<file path="src/rtl/twos_pkg.sv">
// twos_pkg: shared types and helpers for the two's-complement pipeline.
//   mode_e       : 2-bit operation select (PASS / NEG / ABS / SMAG)
//   min_of(w)    : most-negative w-bit pattern (1 followed by w-1 zeros)
//   max_of(w)    : most-positive w-bit pattern (0 followed by w-1 ones)
// The helpers return 64 bits; callers truncate to their own width, so
// widths up to 64 are supported.
package twos_pkg;

  typedef enum logic [1:0] {
    MODE_PASS = 2'b00,
    MODE_NEG  = 2'b01,
    MODE_ABS  = 2'b10,
    MODE_SMAG = 2'b11
  } mode_e;

  function automatic logic [63:0] min_of(input int unsigned w);
    return 64'd1 << (w - 1);
  endfunction

  function automatic logic [63:0] max_of(input int unsigned w);
    return min_of(w) - 64'd1;
  endfunction

endpackage

</file>
<file path="src/rtl/pipe_stage.sv">
// pipe_stage: one valid/ready register slice.
//   clk, rst          : clock, synchronous active-high reset
//   in_valid/in_ready : upstream handshake, in_data captured on accept
//   out_valid/out_ready, out_data : downstream handshake, held while stalled
// in_ready is combinational on out_ready so a full slice can drain and
// refill in the same cycle (full throughput, no bubble).
module pipe_stage #(
  parameter int W = 8
) (
  input  logic         clk,
  input  logic         rst,
  input  logic         in_valid,
  output logic         in_ready,
  input  logic [W-1:0] in_data,
  output logic         out_valid,
  input  logic         out_ready,
  output logic [W-1:0] out_data
);

  logic         r_valid;
  logic [W-1:0] r_data;
  logic         w_load;

  assign in_ready  = !rst && (!r_valid || out_ready);
  assign w_load    = in_valid && in_ready;
  assign out_valid = r_valid;
  assign out_data  = r_data;

  always_ff @(posedge clk) begin
    if (rst) begin
      r_valid <= 1'b0;
      r_data  <= '0;
    end else if (w_load) begin
      r_valid <= 1'b1;
      r_data  <= in_data;
    end else if (out_ready) begin
      r_valid <= 1'b0;
    end
  end

endmodule

</file>
<file path="src/rtl/twos_comp_pipe.sv">
// twos_comp_pipe: two-stage two's-complement unit (PASS/NEG/ABS/SMAG).
//   clk, rst                      : clock, synchronous active-high reset
//   in_valid/in_ready, in_data, in_mode : operand handshake
//   out_valid/out_ready           : result handshake
//   out_data  : result (unsigned magnitude in SMAG)
//   out_sign  : operand MSB
//   out_ovf   : NEG/ABS of the most-negative value
//   ovf_count : saturating count of delivered overflow results
// Build option: TWOS_SAT_EN makes overflowing NEG/ABS return MAX instead
// of wrapping to MIN.
module twos_comp_pipe
  import twos_pkg::*;
#(
  parameter int WIDTH     = 8,
  parameter int OVF_CNT_W = 16
) (
  input  logic                 clk,
  input  logic                 rst,
  input  logic                 in_valid,
  output logic                 in_ready,
  input  logic [WIDTH-1:0]     in_data,
  input  logic [1:0]           in_mode,
  output logic                 out_valid,
  input  logic                 out_ready,
  output logic [WIDTH-1:0]     out_data,
  output logic                 out_sign,
  output logic                 out_ovf,
  output logic [OVF_CNT_W-1:0] ovf_count
);

  localparam logic [WIDTH-1:0] L_MIN = WIDTH'(min_of(WIDTH));

  // S1 payload {mode, operand}, S2 payload {ovf, sign, result}
  logic             w_s1_valid;
  logic [WIDTH+1:0] w_s1_pl;
  logic             w_s2_in_ready;
  logic [WIDTH+1:0] w_s2_pl_in;
  logic [WIDTH+1:0] w_s2_pl;

  logic [1:0]       w_mode;
  logic [WIDTH-1:0] w_op;
  logic [WIDTH-1:0] w_neg;
  logic [WIDTH-1:0] w_neg_fix;
  logic [WIDTH-1:0] w_res;
  logic             w_is_min;
  logic             w_ovf;

  pipe_stage #(.W(WIDTH + 2)) u_s1 (
    .clk      (clk),
    .rst      (rst),
    .in_valid (in_valid),
    .in_ready (in_ready),
    .in_data  ({in_mode, in_data}),
    .out_valid(w_s1_valid),
    .out_ready(w_s2_in_ready),
    .out_data (w_s1_pl)
  );

  assign w_mode   = w_s1_pl[WIDTH+1:WIDTH];
  assign w_op     = w_s1_pl[WIDTH-1:0];
  assign w_neg    = (~w_op) + WIDTH'(1'b1);
  assign w_is_min = (w_op == L_MIN);

`ifdef TWOS_SAT_EN
  localparam logic [WIDTH-1:0] L_MAX = WIDTH'(max_of(WIDTH));
  assign w_neg_fix = w_is_min ? L_MAX : w_neg;
`else
  // -MIN wraps back to MIN, which is exactly what w_neg already holds.
  assign w_neg_fix = w_neg;
`endif

  always_comb begin
    w_res = w_op;
    w_ovf = 1'b0;
    case (mode_e'(w_mode))
      MODE_PASS: w_res = w_op;
      MODE_NEG: begin
        w_res = w_neg_fix;
        w_ovf = w_is_min;
      end
      MODE_ABS: begin
        w_res = w_op[WIDTH-1] ? w_neg_fix : w_op;
        w_ovf = w_is_min;
      end
      // Raw negation: MIN becomes 2^(WIDTH-1), valid as unsigned.
      MODE_SMAG: w_res = w_op[WIDTH-1] ? w_neg : w_op;
      default:   w_res = w_op;
    endcase
  end

  assign w_s2_pl_in = {w_ovf, w_op[WIDTH-1], w_res};

  pipe_stage #(.W(WIDTH + 2)) u_s2 (
    .clk      (clk),
    .rst      (rst),
    .in_valid (w_s1_valid),
    .in_ready (w_s2_in_ready),
    .in_data  (w_s2_pl_in),
    .out_valid(out_valid),
    .out_ready(out_ready),
    .out_data (w_s2_pl)
  );

  assign out_ovf  = w_s2_pl[WIDTH+1];
  assign out_sign = w_s2_pl[WIDTH];
  assign out_data = w_s2_pl[WIDTH-1:0];

  logic [OVF_CNT_W-1:0] r_ovf_cnt;

  always_ff @(posedge clk) begin
    if (rst)
      r_ovf_cnt <= '0;
    else if (out_valid && out_ready && out_ovf && (r_ovf_cnt != '1))
      r_ovf_cnt <= r_ovf_cnt + OVF_CNT_W'(1'b1);
  end

  assign ovf_count = r_ovf_cnt;

endmodule

</file>
<file path="config.mk">
export PLATFORM = sky130hd
export DESIGN_NAME = twos_comp_pipe
export DESIGN_NICKNAME = d
export VERILOG_FILES = /design/src/rtl/twos_pkg.sv /design/src/rtl/pipe_stage.sv /design/src/rtl/twos_comp_pipe.sv
export SDC_FILE = /design/constraint.sdc
export NUM_CORES = 1
export LEC_CHECK = 0
export CAP_MARGIN = 20
export CELL_PAD_IN_SITES_DETAIL_PLACEMENT = 0
export CELL_PAD_IN_SITES_GLOBAL_PLACEMENT = 1
export CORE_MARGIN = 2
export CORE_UTILIZATION = 37
export CTS_CLUSTER_SIZE = 24
export DETAILED_ROUTE_END_ITERATION = 10
export PLACE_DENSITY_LB_ADDON = 0.05
export SLEW_MARGIN = 25
export SYNTH_ARGS = -nofsm -noshare
export SYNTH_HDL_FRONTEND = slang
export SYNTH_SLANG_ARGS = --single-unit
</file>
<file path="constraint.sdc">
create_clock -name clk -period 2.5 [get_ports clk]
set_input_delay 0.25 -clock clk [delete_from_list [all_inputs] [get_ports clk]]
set_output_delay 0.25 -clock clk [all_outputs]
set_load 0.02 [all_outputs]
</file>
==> out/qor.txt <==
Port bufs: 41
DP HPWL: 3.47 mm
CTS tree: built
CP Launch Type: input port
Ys Warns: 0
Wire length of the first global-routing pass: 8.13 mm
Most used cell along the critical path: clkdlybuf4s50_1
Synth async-reset ratio: 0%
Layout area overhead: 31.4%
Status: finished clean
First drt pass iteration count: 4
Total core area: 5110 um^2
WL final: 4.85 mm
Fill cells: 533
Critical path's top delay family: buffers and inverters
Setup CP Type: input port to output port
Slowest-stage cell, CP: clkdlybuf4s50_1
CP max stage delay: 0.71 ns
Post-Syn Area: 1950 um^2
# DRC: 0
Num CTS Buffers: 5
# IOs: 42
Mapped Cells: 228
Die span in y: 76.6 um
Overall Global Routing Usage: 17.2%
Final hold viol count: 0
Multi-input gate area: 1130 um^2
Drt first-iter violations: 83
CTS-repair resized insts: 0
Pin count of the biggest net entering global routing: 30
Clk_skew: 0.00870 ns
Syn_area_per_cell: 8.56 um^2
Share of layout cells above drive strength 1: 12.3%
Relative slew slack: 65.7%
Clk slew on worst S/H paths: 0.07 ns
# setup viols final: 0
Vias: 1861
Yosys reg bits: 38
Top FF cell, synth: dfxtp_1
Die X: 76.6 um
Hold_buf cts: 0
Final Critical Period: 2.27 ns
# rows: 26
RSZ-0062 raised after global routing: no
Diode count: 0
H-tree depth: 2
CP cell instances: clkdlybuf4s50_1 -> nor2b_1 -> a21oi_1 -> clkdlybuf4s50_1
Arr. time, crit path: 2.02 ns
Max rail drop VDD: 0.355 mV
Layout Utilization: 50.2%
Seq. cell area: 761 um^2
Worst Path Buf+Inv: 2
Final #Nets: 296
Worst skew pair latency: 0.29 ns
GR Overflow Total: 0
Number of synthesized flops with an enable pin: 0
Period utilization: 91.0%
Vias in the first global route: 1648
Sequential element share of the synthesized area: 39.0%
TNS Setup: 0 ns
Routed len/inst: 14.0 um
Post-CTS setup buffers: 0
Leading post-synthesis cells by cell area: dfxtp_1, a21oi_1, ha_1, o21ai_0, mux2_2
Longest Clk Path Bufs: 2
Hold WC Path Type: flip-flop to flip-flop
Vias per cell: 5.38
Fmax: 0.440 GHz
Synth top area share: 39.0%
Max Fanout on Critical Path: 8
P_leak: 0.918 nW
Initial Util: 38.2%
Mapped Nets: 249
Final Max Tran Viols: 0
CTS sink count: 38
Slew at the pin closest to its max-slew limit: 0.511 ns
Post-route ant nets: 0
Post-synthesis cell type with the largest combined area: dfxtp_1
Die area: 5870 um^2
Critical Path RT: 2.25 ns
Power per cell area: 493 nW/um^2
Synth cell types: 39
# Max-Cap Violations: 0
GP Congestion: 0.792
Root buf cell: clkbuf_8
Crit end category: output port
Initial antenna violation count: 0
## metal layers
| layer | global-route usage, % | share of wire [%] | wire length [um] |
|---|---|---|---|
| met5 | 0 | 0 | 0 |
| met2 | 24.6 | 41 | 2000 |
| met4 | 4.91 | 0.91 | 44 |
| met1 | 25.5 | 54 | 2620 |
| met3 | 4.38 | 3.9 | 188 |
## cell type report
| cell class | instances | area share, % |
|---|---|---|
| Timing Repair Buffer | 48 | 18.1 |
| Clock inverter | 2 | 0.488 |
| Inverter | 8 | 1.17 |
| Multi-Input combinational cell | 174 | 44.0 |
| Sequential cell | 38 | 29.7 |
| Clock buffer | 6 | 3.22 |
| Tap cell | 70 | 3.42 |
## worst reg2reg max path: cells and delay by family (launching register included)
| kind | cells | cell delay [ns] |
|---|---|---|
| adder cells (fa/ha/maj) | 1 | 0.24 |
| multiplexers | 1 | 0.33 |
| AND/OR/NAND/NOR | 3 | 1.07 |
| flip-flops | 1 | 0.45 |
## cells in the mapped netlist (7+ instances only)
library cell  count
dfxtp_1          38
or4_1             8
and3_1            9
mux2_2            7
inv_1             8
nand3_1          10
nand2_1          13
a21oi_1          21
o21ai_0          16
ha_1              7
nor2_1           20
## metrics by stage
step	instance area (um^2)	cells	worst slack (ns)	total power, mW	hold WS, ns
2_1_floorplan	1950	228	0.374	0.758	0.367
3_3_place_gp	2470	338	0.227	0.828	0.439
3_5_place_dp	2470	338	0.238	0.828	0.446
4_1_cts	2560	346	0.195	1.28	0.454
5_1_grt	2560	346	0.0988	1.33	0.489
6_report	2560	346	0.226	1.26	0.448
## sequential cells by signal, indices dropped and copies added (netlist names)
name / flops
u_s2.out_data: 10
u_s1.out_valid: 1
u_s2.out_valid: 1
u_s1.out_data: 10
ovf_count: 16
## where the power goes
part	internal, mW	total [mW]	switching (mW)
combinational	0.0820	0.167	0.0853
sequential	0.626	0.647	0.0211
clock	0.222	0.449	0.227
## placed cells by master (no fill, tap or decap), drive strengths merged
master / instances
a211oi: 5
a21oi: 21
or2: 3
o21ai: 16
nand4b: 4
nor3: 5
clkinvlp: 1
nor4: 3
clkinv: 1
or4: 9
clkdlybuf4s50: 41
nor3b: 2
o31ai: 6
o21bai: 1
a31o: 6
mux2i: 1
a221oi: 1
o311ai: 1
nor2: 20
nand4: 7
o41ai: 3
mux2: 7
nand3: 10
buf: 7
nand2: 13
or3: 3
a31oi: 2
nor2b: 4
and3: 9
inv: 8
a21boi: 2
and3b: 1
ha: 7
clkbuf: 6
a22oi: 1
nand3b: 1
dfxtp: 38
## cell families (layout without fill, tap and decap cells)
| logic type | after synthesis | count (layout) | share of synthesized area (%) |
|---|---|---|---|
| AND/OR/NAND/NOR | 94 | 94 | 27.9 |
| multiplexers | 8 | 8 | 4.55 |
| flip-flops | 38 | 38 | 39.0 |
| adder cells (fa/ha/maj) | 7 | 7 | 4.49 |
| AO/OA/AOI/OAI | 65 | 65 | 20.8 |
| buffers and inverters | 16 | 64 | 3.21 |
## final timing paths
check	from	end	slack (ns)	cells after the start
worst min register to register	u_s2.out_data[0]$_SDFFE_PP0P_	u_s2.out_data[0]$_SDFFE_PP0P_	0.45	2
worst min-delay path	u_s2.out_data[0]$_SDFFE_PP0P_	u_s2.out_data[0]$_SDFFE_PP0P_	0.45	2
worst max-delay path	out_ready	in_ready	0.23	4
worst max register to register	ovf_count[0]$_SDFFE_PP0P_	ovf_count[2]$_SDFFE_PP0P_	0.30	5
No activity file was read; power rests on OpenSTA's default activity.
